File: src/rtl/pipelined_addsub.sv
// Pipelined adder/subtractor: each stage resolves one DIGIT-bit slice and ripples its carry onward.
// Optional: define PIPE_ADDSUB_OVF_EN to capture the MSB carry and report signed overflow on ovf.
module pipelined_addsub #(
    parameter int WIDTH = 16,
    parameter int DIGIT = 4
) (
    input  logic             clk,
    input  logic             rst,
    input  logic             ce,
    input  logic             in_valid,
    input  logic [WIDTH-1:0] a,
    input  logic [WIDTH-1:0] b,
    input  logic             cin,
    input  logic             sub,
    output logic             out_valid,
    output logic [WIDTH-1:0] s,
    output logic             c,
    output logic             ovf
);
    localparam int NSTAGES = (WIDTH + DIGIT - 1) / DIGIT;

    logic [WIDTH-1:0] bEff;
    logic             cEff;
    logic [WIDTH-1:0] stageSum_d   [NSTAGES];
    logic             stageCarry_d [NSTAGES];
    logic             stageValid_d [NSTAGES];

    logic             valid_q;
    logic [WIDTH-1:0] sum_q;
    logic             carry_q;

`ifdef PIPE_ADDSUB_OVF_EN
    logic             lastMsbCarry_d;
    logic             msbCarry_q;
`endif

    assign bEff = b ^ {WIDTH{sub}};
    assign cEff = cin ^ sub;

    for (genvar k = 0; k < NSTAGES; k++) begin : g_stage
        localparam int LO = k * DIGIT;
        localparam int BW = WIDTH - LO;
        localparam int SW = (BW < DIGIT) ? BW : DIGIT;

        logic [WIDTH-1:0] aIn;
        logic [BW-1:0]    bIn;
        logic             cIn;
        logic             vIn;
        logic [SW:0]      slice;
        logic [WIDTH-1:0] sumWord;

        // Stage 0 adds straight from the ports so the result lands after NSTAGES register ranks.
        if (k == 0) begin : g_head
            assign aIn = a;
            assign bIn = bEff;
            assign cIn = cEff;
            assign vIn = in_valid;
        end else begin : g_body
            logic [WIDTH-1:0] aStage_q;
            logic [BW-1:0]    bStage_q;
            logic             cStage_q;
            logic             vStage_q;

            always_ff @(posedge clk) begin
                if (rst) begin
                    aStage_q <= '0;
                    bStage_q <= '0;
                    cStage_q <= 1'b0;
                    vStage_q <= 1'b0;
                end else if (ce) begin
                    aStage_q <= stageSum_d[k-1];
                    bStage_q <= g_stage[k-1].bIn[BW+DIGIT-1:DIGIT];
                    cStage_q <= stageCarry_d[k-1];
                    vStage_q <= stageValid_d[k-1];
                end
            end

            assign aIn = aStage_q;
            assign bIn = bStage_q;
            assign cIn = cStage_q;
            assign vIn = vStage_q;
        end

        assign slice = {1'b0, aIn[LO +: SW]} + {1'b0, bIn[SW-1:0]} + {{SW{1'b0}}, cIn};

        always_comb begin
            sumWord = aIn;
            sumWord[LO +: SW] = slice[SW-1:0];
        end

        assign stageSum_d[k]   = sumWord;
        assign stageCarry_d[k] = slice[SW];
        assign stageValid_d[k] = vIn;

`ifdef PIPE_ADDSUB_OVF_EN
        // Carry into the MSB recovered from the MSB's own sum bit and operands.
        if (k == NSTAGES - 1) begin : g_msb
            assign lastMsbCarry_d = aIn[WIDTH-1] ^ bIn[SW-1] ^ slice[SW-1];
        end
`endif
    end

    always_ff @(posedge clk) begin
        if (rst) begin
            valid_q <= 1'b0;
            sum_q   <= '0;
            carry_q <= 1'b0;
        end else if (ce) begin
            valid_q <= stageValid_d[NSTAGES-1];
            sum_q   <= stageSum_d[NSTAGES-1];
            carry_q <= stageCarry_d[NSTAGES-1];
        end
    end

`ifdef PIPE_ADDSUB_OVF_EN
    always_ff @(posedge clk) begin
        if (rst) begin
            msbCarry_q <= 1'b0;
        end else if (ce) begin
            msbCarry_q <= lastMsbCarry_d;
        end
    end

    assign ovf = msbCarry_q ^ carry_q;
`else
    assign ovf = 1'b0;
`endif

    assign out_valid = valid_q;
    assign s         = sum_q;
    assign c         = carry_q;

endmodule

File: config.mk
export PLATFORM = sky130hd
export DESIGN_NAME = pipelined_addsub
export DESIGN_NICKNAME = d
export VERILOG_FILES = /design/src/rtl/pipelined_addsub.sv
export SDC_FILE = /design/constraint.sdc
export NUM_CORES = 1
export LEC_CHECK = 0
export CAP_MARGIN = 30
export CORE_UTILIZATION = 51
export CTS_BUF_LIST = sky130_fd_sc_hd__clkbuf_2
export DETAILED_ROUTE_END_ITERATION = 10
export PLACE_DENSITY = 0.78
export SYNTH_ARGS = -nofsm -noshare
export SYNTH_HDL_FRONTEND = slang
export SYNTH_SLANG_ARGS = --single-unit
File: constraint.sdc
create_clock -name clk -period 2.17 [get_ports clk]
set_input_delay 0.3255 -clock clk [delete_from_list [all_inputs] [get_ports clk]]
set_output_delay 0.3255 -clock clk [all_outputs]
set_load 0.01 [all_outputs]
# == Yosys cells after proc, flatten, opt, wreduce, memory -nomap -nowiden ==
# Index checks and enable logic that the tools add are counted.
# word_totals
register_bits,96
latchBits,0
mem_bits_rw,0
romBits,0
wordCells,25
mem_count,0
# op_classes
n_addsub,8
multipliers,0
div_mod_pow,0
n_lt_le_gt_ge,0
n_eq_ne,0
shifts,0
muxes,0
n_bitwise,2
reduce_logical,0
# ops
cell,count
$add 4x4->5,4
$add 5x1->5,4
$xor 16x16->16,1
$xor 1x1->1,1

# == Longest topological paths before layout ==
# Gate-level depths: netlist of run 1.
# depth
depth_word,3
mapped_depth,8

# == Worst setup path after synthesis of run 1 ==
# OpenSTA, ideal clock, no wires.
# synth_path
path_type,input-to-reg
start,input port sub
end,register g_stage[1].g_body.cStage_q
t_arrival_ns,1.962
t_required_ns,2.034
path_slack_ns,0.073
cell_stages,8
path_cell_list,buf_6 -> buf_6 -> xor2_1 -> fa_1 -> fa_1 -> a21o_1 -> a21oi_1 -> a211oi_1
# synth_via
elab_chain_cells,3
elab_cells_between_ends,4
cone_classes,2 x add/sub; 2 x bitwise
# synth_rtl
item,line_no,rtl
"start, declared",14,"input logic sub,"
$xor 16x16->16,37,assign bEff = b ^ {WIDTH{sub}};
$add 4x4->5,84,"assign slice = {1'b0, aIn[LO +: SW]} + {1'b0, bIn[SW-1:0]} + {{SW{1'b0}}, cIn};"
$add 5x1->5 *,84,
"end signal, assigned",73,cStage_q <= stageCarry_d[k-1];
"end, declared",61,logic cStage_q;
# Every way passes the cells marked *; elsewhere a longest branch is shown, timed or not.
# A chain may end at the register's enable or synchronous reset.

# == Worst setup path in the final report of run 1 ==
# Same ends and word-level chain as after synthesis.

==> results.md, run 1 <==
* Final setup fails at 0
* Max incr delay on CP at 0.52 ns
* DP Cell Count at roughly 540
* Hold slack final at between 0.2 and 0.25 ns
* GP Congestion at between 0.7 and 0.8
* Setup crit start kind: input pin
* Layout cell share with drive strength beyond 1 at between 7 and 8%
* Rel. slew slack at between 60% and 70%
* Critical path endpoint category: register
* Leak at around 2 nW
* Setup Fix Bufs, Post-CTS at 0
* Clock tree buffer depth at 2
* Clock transition at path regs at approximately 0.27 ns
* Post-CTS resize count at 0
* Final hold viol count at 0
* Maximum level of the CTS H-tree at 3
* Clock Latency Late Sink at around 0.53 ns
* First-pass GRT wire length at about 12000 µm
* Cell mode on critical path: fa_1
* CTS tree: yes
* Worst VDD drop at roughly 0.00033 V
* Die Wd at ~92 µm
* ANT nets after route at 0
* Antenna cells at 0
* Achievable Freq at ~520 MHz
* Post-synthesis sequential area ratio at 46.5%
* Worst path slowest cell: clkdlybuf4s50_1
* Finished Layout Cells at roughly 550
* Post-synth ARST share at 0%
* Final min period at around 1.9 ns
* Yosys warns at 0
* Cell taking the most area after synthesis: dfxtp_1
* Yosys reg bits at 96
* Setup CP Type: input pin to register
* Routed wire length at roughly 7100 µm
* CTS buffer count at 9
* Cells after Synth at 397
* Arr. time, crit path at 2.35 ns
* Wire per inst at around 13 µm
* Core Area at 7770 µm²
* Die Footprint at approximately 8500 µm²
* Crit path required time at 2.61 ns
* Initial antenna violation count at 0
* Crit-path cells: clkdlybuf4s50_1, xor2_1, fa_1, fa_1, a21o_1, a21oi_1, a211oi_1
* Worst-path fanout max at 3
* DRC Markers at 0
* Synthesized cell area at ~4100 µm²
* Pin count of the biggest net entering global routing at between 50 and 60
* Hold-fix buffers, CTS at 0
* Distinct cells, synth at 29
* Post-Syn Area per Cell at around 10 µm²
* Die H at 92.0 µm
* Drt initial violations at 99
* Main synth FF type: dfxtp_1
* Cell area power density at 656 nW/µm²
* Synth top area share at about 47%
* Synthesized net count at about 460
* DP HPWL at between 5000 and 6000 µm
* Layout area overhead at 16.1%
* Vias per cell at around 5
* Vias in the first global route at 2600
* Tot GR Track Use at between 15 and 20%
* Final period util at between 80% and 90%
* Top cells by area, synth: dfxtp_1 47%, mux2i_1 17%, nor2_1 8.4%
* Global route overflow at 0
* Number of synthesized flops with an enable pin at 0
* RSZ-0062 raised after global routing: false
* Max-cap violations at 0
* Slew @ Worst Pin at between 0.5 and 0.6 ns
* Clk_skew at approximately 0.018 ns
* Num Clock Sinks at 96
* Hold crit path type: input pin to register
* Slew Limit Fails at 0
* Via count at about 2800
* Nets at approximately 500
* Initial core utilization at between 50 and 60%
* Port Buf Inserts at 55
* I/O pin count at 57
* Pre-antenna DRT Iters at 4
* FILL cells at around 660
* Root buffer cell: clkbuf_2
* Row count at 32
* Status: finished clean
[flip-flops by register name (all words and copies together), names as in the netlist]
register,count
g_stage.g_body.vStage_q,3
s,16
g_stage.cIn,3
out_valid,1
g_stage.bIn,24
g_stage.aIn,48
c,1
[worst paths after layout]
check	startpoint	to	slack (ns)	cells after the start
setup reg to reg	g_stage[1].aIn[4]	g_stage[2].cIn	0.31	6
hold reg to reg	g_stage[2].aIn[4]	g_stage[2].aIn[4]	0.50	2
hold / removal	rst	g_stage[2].aIn[1]	0.22	2
setup / recovery	sub	g_stage[1].cIn	0.26	7
[cell usage after synthesis, types with 5 or more instances]
cell type and instances:
inv_1 11, a21oi_1 6, xor2_1 5, nand2_1 7
dfxtp_1 96, clkbuf_1 6, fa_1 8, nor2_1 92
buf_6 8, buf_4 6, ha_1 12, xnor2_1 16
buf_2 7, a211oi_1 18, mux2i_1 71, a21o_1 5
[per-stage QoR]
stage	cell area [µm²]	setup TNS [ns]	utilization (%)	power, mW	worst slack [ns]
after floorplan	4130	0	-	2.26	0.0728
after global placement	4690	-0.817	60.4	2.38	-0.327
after detailed placement	4690	-0.983	60.4	2.41	-0.361
after CTS	4790	0	61.7	3.17	0.271
after global routing	4790	0	61.7	3.31	0.153
final	4790	0	61.7	3.14	0.256
[metal layers]
metal,wire (µm),GRT usage (%),vias up
met2,3220,26.6,50
met5,0,0,-
li1,-,-,1438
met1,3610,25.9,1267
met3,204,2.90,9
met4,122,8.20,0
[critical path: cells and delay by family]
kind | cells | cell delay [ns]
AO/OA/AOI/OAI | 3 | 0.40
XOR/XNOR | 1 | 0.22
adder cells (fa/ha/maj) | 2 | 0.87
buffers and inverters | 1 | 0.52
[layout make-up]
class / count / area, µm² / area share (%)
clock buffer: 9 / 45.0 / 0.940
clock inverter: 7 / 57.6 / 1.20
inverter: 12 / 45.0 / 0.940
multi-input combinational: 262 / 1970 / 41.1
sequential: 96 / 1920 / 40.1
tap: 102 / 128 / 2.66
timing repair buffer: 64 / 626 / 13.1
[cells by family after synthesis]
group	share of synthesized area, %
and+or+nand+nor	10.5
xor gates and xnor gates	4.45
muxes	17.2
adders and majority gates	7.51
buffers and inverters	5.76
AOI/OAI and AO/OA	8.00
DFF	46.5
other	0.0908
[report_power, final]
group | switching (mW) | total [mW] | internal [mW]
clock | 0.612 | 0.775 | 0.163
combinational | 0.218 | 0.455 | 0.237
sequential | 0.0539 | 1.91 | 1.86
[layout by cell type (no fill, tap or decap), types with 6 or more instances in the layout]
master / instances
dfxtp_1: 96
nor2_1: 92
mux2i_1: 71
clkdlybuf4s50_1: 53
a211oi_1: 18
xnor2_1: 16
ha_1: 12
inv_1: 11
buf_4: 10
clkbuf_2: 9
fa_1: 8
nand2_1: 7
a21oi_1: 6
(Power assumes the default switching activity.)
==> inputs of run 2 (changes only) <==
ABC_AREA = 1   (was not set)
SLEW_MARGIN = 20   (was not set)
==> run 2 against run 1 <==
Net effect:
- count of clock-buffer cells in the layout unchanged
- clock skew down 0.0030 ns
- area after synthesis down 0.61%
- critical path type unchanged
- via count up 17%
- fmax up 3.8%
- clock power up 21%
- critical path depth up 2
- wire length up 9.0%
- highest routed layer unchanged
- flip-flop and latch count unchanged
==> results.md, run 2 <==
* Setup Fix Bufs, Post-CTS at 0 (unchanged)
* CTS buffer count at 9 (unchanged)
* Leak at 2.16 nW (was 2.04 nW)
* Routed wire length at 7790 µm (was 7150 µm)
* Status: finished clean (unchanged)
* Die Wd at 91.7 µm (was 92.0 µm)
* Cell area power density at 721 nW/µm² (was 656 nW/µm²)
* FILL cells at 704 (was 664)
* Synth top area share at 46.8% (was 46.5%)
* Worst VDD drop at 0.000294 V (was 0.000334 V)
* Worst setup margin at 0.326 ns (was 0.256 ns)
* Min-delay src: ce (was rst)
* Arr. time, crit path at 2.33 ns (was 2.35 ns)
* Achievable Freq at 542 MHz (was 522 MHz)
* Initial antenna violation count at 0 (unchanged)
* Number of synthesized flops with an enable pin at 0 (unchanged)
* Die Footprint at 8410 µm² (was 8460 µm²)
* Synthesized cell area at 4110 µm² (was 4130 µm²)
* DP HPWL at 5130 µm (was 5160 µm)
* Vias in the first global route at 3047 (was 2600)
* Distinct cells, synth at 22 (was 29)
* Nets at 611 (was 503)
* R2r endpoint: s[14] (was g_stage[2].cIn)
* Final min period at 1.84 ns (was 1.91 ns)
* Die H at 91.7 µm (was 92.0 µm)
* Global route overflow at 0 (unchanged)
* Initial core utilization at 52.9% (was 53.2%)
* Port Buf Inserts at 55 (unchanged)
* Core Area at 7770 µm² (unchanged)
* Crit path required time at 2.66 ns (was 2.61 ns)
* Commonest non-fill, non-tap cells in the layout: 140 x nor2_1, 96 x dfxtp_1, 88 x o21ai_0 (was 96 x dfxtp_1, 92 x nor2_1, 71 x mux2i_1)
* Post-Syn Area per Cell at 7.97 µm² (was 10.4 µm²)
* Reg2reg setup slack at 0.42 ns (was 0.31 ns)
* Top cells by area, synth: dfxtp_1 47%, nor2_1 13%, o21ai_0 11% (was dfxtp_1 47%, mux2i_1 17%, nor2_1 8.4%)
* Drt initial violations at 267 (was 99)
* Setup CP Type: input pin to register (unchanged)
* Wire per inst at 11.8 µm (was 12.9 µm)
* Root buffer cell: clkbuf_2 (unchanged)
* Pre-CTS setup slack at -0.210 ns (was -0.361 ns)
* Post-CTS resize count at 0 (unchanged)
* Pin count of the biggest net entering global routing at 101 (was 53)
* Reg-to-reg startpoint: g_stage[3].aIn[12] (was g_stage[1].aIn[4])
* Clock transition at path regs at 0.23 ns (was 0.27 ns)
* Cell taking the most area after synthesis: dfxtp_1 (unchanged)
* RSZ-0062 raised after global routing: false (unchanged)
* Commonest cells in the netlist: 140 x nor2_1, 96 x dfxtp_1, 88 x o21ai_0 (was 96 x dfxtp_1, 92 x nor2_1, 71 x mux2i_1)
* Commonest non-fill, non-tap cell in the layout: nor2_1 (was dfxtp_1)
* Antenna cells at 0 (unchanged)
* Post-synth ARST share at 0% (unchanged)
* Tot GR Track Use at 19.9% (was 18.1%)
* DRC Markers at 0 (unchanged)
* Final period util at 85.0% (was 88.2%)
* Synthesized net count at 573 (was 455)
* Hold worst-path end: g_stage[2].bIn[6] (was g_stage[2].aIn[1])
* Clock Latency Late Sink at 0.52 ns (was 0.53 ns)
* Slew @ Worst Pin at 0.539 ns (was 0.551 ns)
* Critical path endpoint category: register (unchanged)
* Hold-fix buffers, CTS at 0 (unchanged)
* Rel. slew slack at 64.0% (was 63.2%)
* Reg2reg path depth at 7 (was 6)
* Max-cap violations at 0 (unchanged)
* I/O pin count at 57 (unchanged)
* Final hold viol count at 0 (unchanged)
* Clock tree buffer depth at 2 (unchanged)
* Via count at 3240 (was 2764)
* Final setup fails at 0 (unchanged)
* WHS Path Cells at 3 (was 2)
* Finished Layout Cells at 660 (was 552)
* Maximum level of the CTS H-tree at 3 (unchanged)
* ANT nets after route at 0 (unchanged)
* Main synth FF type: dfxtp_1 (unchanged)
* Cells after Synth at 515 (was 397)
* Num Clock Sinks at 96 (unchanged)
* Clk_skew at 0.0152 ns (was 0.0182 ns)
* Worst-path fanout max at 3 (unchanged)
* Layout area overhead at 17.1% (was 16.1%)
* GP Congestion at 0.795 (was 0.781)
* Hold crit path type: input pin to register (unchanged)
* Yosys reg bits at 96 (unchanged)
* Row count at 32 (unchanged)
* Post-synthesis sequential area ratio at 46.8% (was 46.5%)
* Setup crit start kind: input pin (unchanged)
* Largest register FFs at 48 (unchanged)
* Vias per cell at 4.91 (was 5.01)
* Yosys warns at 0 (unchanged)
* Pre-antenna DRT Iters at 4 (unchanged)
* Most common cell in the netlist: nor2_1 (was dfxtp_1)
* Slew Limit Fails at 0 (unchanged)
* First-pass GRT wire length at 13500 µm (was 12200 µm)
* CTS tree: yes (unchanged)
* Layout cell share with drive strength beyond 1 at 5.38% (was 7.11%)
* DP Cell Count at 644 (was 536)
[run 2: changes by cell type after synthesis, sizes merged, moves of 6 or more]
cell	change
o21ai	+94
mux2i	-71
nor2	+48
inv	+35
a21oi	+25
a211oi	-19
xnor2	-14
xor2	+12
nand2	+11
nand3	+9
clkbuf	+6
[run 2: area by class of cell]
class / count / area, µm² / area share [%]
Clock inverter: 7 / 86.3 / 1.80
Timing Repair Buffer: 61 / 641 / 13.3
Tap cell: 102 / 128 / 2.66
Sequential cell: 96 / 1920 / 40.0
Clock buffer: 9 / 45.0 / 0.937
Multi-Input combinational cell: 338 / 1810 / 37.6
Inverter: 47 / 176 / 3.67
[run 2: metal layers]
layer  GRT usage [%]  vias to the layer above  share of wire, %
li1                -                     1706                 -
met1            25.9                     1453                48
met2            33.5                       72                47
met3            2.99                        9               3.8
met4            7.03                        0               1.5
met5               0                        -                 0
[run 2: cells by family (layout without fill, tap and decap cells)]
kind of cell    after synthesis  after routing  share of synthesized area (%)
other cells                   1              1                         0.0913
compound gates              129            129                           16.5
fa+ha+maj                    20             20                           7.56
simple gates                169            169                           15.8
flops                        96             96                           46.8
xor+xnor                     19             19                           4.05
buf+inv                      81            124                           9.14
[run 2: how the worst max path moves through the flow]
stage | start | end | cells after the start
floorplan | sub | g_stage[1].aIn[2] | 10
global placement | sub | g_stage[1].aIn[2] | 9
detailed placement | sub | g_stage[1].aIn[2] | 9
CTS | s[2] | s[2] | 1
global route | g_stage[3].aIn[12] | s[14] | 7
finish | sub | g_stage[1].aIn[2] | 9
[run 2: power by group]
part	switching, mW	internal, mW
combinational	0.300	0.266
sequential	0.0673	1.90
clock	0.561	0.373
total	0.928	2.54
[run 2: metrics by stage]
stage,utilization (%),power (mW),hold WS [ns],cell area (µm²),TNS (ns)
final,61.9,3.46,0.332,4810,0
after global routing,61.9,3.66,0.318,4810,0
after CTS,61.9,3.49,0.297,4810,0
after detailed placement,60.2,2.56,0.449,4670,-0.601
after global placement,60.2,2.54,0.441,4670,-0.348
after floorplan,-,2.36,0.433,4110,0
[run 2: worst max-delay path: stages]
cell	delay [ns]
clkdlybuf4s50_1	0.50
xor2_1	0.22
fa_1	0.44
fa_1	0.41
nand2_1	0.08
inv_1	0.05
o21ai_0	0.14
o211ai_1	0.10
inv_1	0.06
==> inputs of run 3 (changes only) <==
CORE_UTILIZATION = 56   (was 51)
PLACE_DENSITY = 0.81   (was 0.78)
clock period = 1.8 ns   (was 2.17 ns; I/O delays follow)
==> run 3 against run 2 <==
Net effect:
- count of clock-buffer cells in the layout unchanged
- worst hold slack worse by 0.22 ns
- register-to-register slack worse by 0.31 ns
- via count up 4.2%
- clock power grew 17%
- total power grew 20%
- flip-flop and latch count unchanged
- first-iteration DRC count up 4.1%
- non-clock buffer count increased by 4
- combinational power increased by 25%
- wire length is 9.1% higher
- global-route usage grew 4.6 points
==> results.md, run 3 (synthesis gave the netlist of run 2 again) <==
* Setup crit start kind: register (was input pin)
* CTS buffer count at 9 (unchanged)
* Final period util at between 90% and 100%
* Num Clock Sinks at 96 (unchanged)
* Internal power at 2.95 mW (was 2.54 mW)
* Seq pwr share at 57.0% (was 56.7%)
* Crit path max-delay family: buffers and inverters (was adder cells)
* Routed wire length at 8500 µm (was 7790 µm)
* Crit path required time at 1.53 ns (was 2.66 ns)
* ANT nets after route at 0 (unchanged)
* Max-cap violations at 0 (unchanged)
* CP bufs+invs at 1 (was 3)
* DP HPWL at 5730 µm (was 5130 µm)
* Cell area power density at 852 nW/µm² (was 721 nW/µm²)
* Maximum level of the CTS H-tree at 3 (unchanged)
* Drt initial violations at 278 (was 267)
* Worst-path fanout max at 2 (was 3)
* Clk pwr share at 26.1% (was 27.0%)
* Sw Ratio at 29.2% (was 26.8%)
* Layout area overhead at 19.1% (was 17.1%)
* Largest register FFs at 48 (unchanged)
* Nets at 615 (was 611)
* R2r endpoint: s[14] (unchanged)
* Die H at 87.6 µm (was 91.7 µm)
* Final setup fails at 0 (unchanged)
* Initial antenna violation count at 0 (unchanged)
* Arr. time, crit path at 1.46 ns (was 2.33 ns)
* Min-delay src: ce (unchanged)
* Die Wd at 87.6 µm (was 91.7 µm)
* WHS Path Cells at 3 (unchanged)
* Max incr delay on CP at 0.53 ns (was 0.50 ns)
* Reg-to-reg startpoint: g_stage[3].bIn[0] (was g_stage[3].aIn[12])
* Layout cell share with drive strength beyond 1 at 10.3% (was 5.38%)
* Cell area after layout at 4890 µm² (was 4810 µm²)
* Power Total at 4.17 mW (was 3.46 mW)
* Wire per inst at 12.9 µm (was 11.8 µm)
* Clock transition at path regs at 0.26 ns (was 0.23 ns)
* Antenna cells at 0 (unchanged)
* Hold worst-path end: g_stage[1].aIn[15] (was g_stage[2].bIn[6])
* Vias per cell at 5.13 (was 4.91)
* FILL cells at 577 (was 704)
* Critical path endpoint category: output port (was register)
* Pin count of the biggest net entering global routing at 55 (was 101)
* Leak at 2.42 nW (was 2.16 nW)
* NetSw at 1.22 mW (was 0.928 mW)
* Commonest non-fill, non-tap cell in the layout: nor2_1 (unchanged)
* Utilization after layout at 70.4% (was 61.9%)
* Clk_skew at 0.0331 ns (was 0.0152 ns)
* Via count at 3376 (was 3240)
* Global route overflow at 0 (unchanged)
* I/O pin count at 57 (unchanged)
* Vias in the first global route at 3171 (was 3047)
* Clock tree buffer depth at 2 (unchanged)
* Die Footprint at 7680 µm² (was 8410 µm²)
* Achievable Freq at ~580 MHz
* Row count at 30 (was 32)
* Crit-path cells: clkdlybuf4s50_1 (was clkdlybuf4s50_1, xor2_1, fa_1, fa_1, nand2_1, inv_1, o21ai_0, o211ai_1, inv_1)
* First-pass GRT wire length at 14500 µm (was 13500 µm)
* Setup CP Type: register to output port (was input pin to register)
* Root buffer cell: clkbuf_2 (unchanged)
* Tot GR Track Use at 24.5% (was 19.9%)
* Status: finished clean (unchanged)
* CTS tree: yes (unchanged)
* Worst path slowest cell: clkdlybuf4s50_1 (unchanged)
* Port Buf Inserts at 55 (unchanged)
* Core Area at 6940 µm² (was 7770 µm²)
* Final hold viol count at 0 (unchanged)
* Worst VDD drop at 0.000491 V (was 0.000294 V)
* DRC Markers at 0 (unchanged)
* RSZ-0062 raised after global routing: false (unchanged)
* Pre-antenna DRT Iters at 4 (unchanged)
* Combinational power share at 16.9% (was 16.3%)
* Slew Limit Fails at 0 (unchanged)
* Hold crit path type: input pin to register (unchanged)
* Initial core utilization at 59.1% (was 52.9%)
* Reg2reg setup slack at 0.11 ns (was 0.42 ns)
* Dpl cell area at 4700 µm² (was 4670 µm²)
* Commonest non-fill, non-tap cells in the layout: 140 x nor2_1, 86 x o21ai_0, 78 x dfxtp_1 (was 140 x nor2_1, 96 x dfxtp_1, 88 x o21ai_0)
* Reg2reg path depth at 7 (unchanged)
* Clock Latency Late Sink at 0.57 ns (was 0.52 ns)
* Final min period at between 1.5 and 2 ns
* GP Congestion at 0.772 (was 0.795)
* Hold-fix buffers, CTS at 0 (unchanged)
## run 3: cell count changes in the layout (fill, tap and decap cells not counted), sizes merged
cell and delta:
bufinv -1, clkdlybuf4s50 -18, clkinv -3, dlymetal6s2s +17, clkinvlp +2, inv +2
dlygate4sd2 +1, buf +4
## run 3: how the worst max path moves through the flow
stage               slack [ns]  cells past startpoint      start                end
floorplan                -0.07                      9        sub     g_stage[1].cIn
global placement         -0.43                      8        sub     g_stage[1].cIn
detailed placement       -0.52                      9        sub  g_stage[1].aIn[2]
CTS                      0.002                      1       s[9]               s[9]
global route              0.01                      1  out_valid          out_valid
finish                    0.07                      1  out_valid          out_valid
## run 3: per-stage QoR
stage | hold slack, ns | cells | setup TNS [ns] | setup WS (ns)
2_1_floorplan | 0.405 | 515 | -0.132 | -0.0669
3_3_place_gp | 0.451 | 642 | -1.62 | -0.428
3_5_place_dp | 0.464 | 642 | -2.00 | -0.517
4_1_cts | 0.0767 | 658 | 0 | 0.00178
5_1_grt | 0.0876 | 658 | 0 | 0.0147
6_report | 0.113 | 658 | 0 | 0.0710
## run 3: area by class of cell
cell class	instances	area [µm²]	area share, %
clock buffers	9	45.0	0.921
inverters	47	176	3.61
repair buffers	65	703	14.4
multi-input cells	338	1820	37.3
flip-flops and latches	96	1940	39.8
well taps	96	120	2.46
clock inverters	7	78.8	1.61
## run 3: metal layers
layer / global-route usage [%] / vias up / share of wire [%]
met1: 31.7 / 1551 / 46
met2: 40.2 / 81 / 48
met5: 0 / - / 0
li1: - / 1723 / -
met4: 10.9 / 0 / 2.4
met3: 4.43 / 21 / 3.9
## run 3: power by group through the flow
stage	Clock [mW]	Combinational [mW]	Sequential [mW]
2_1_floorplan	0	0.452	2.40
3_3_place_gp	0	0.669	2.40
3_5_place_dp	0	0.702	2.41
4_1_cts	1.11	0.707	2.37
5_1_grt	1.20	0.803	2.39
6_report	1.09	0.704	2.37
## run 3: repair_timing
| action | 4_1_cts | 5_1_grt |
|---|---|---|
| setup buffers | 0 | 0 |
| resized for setup | 4 | 34 |
| setup endpoints to repair | 3 | 18 |
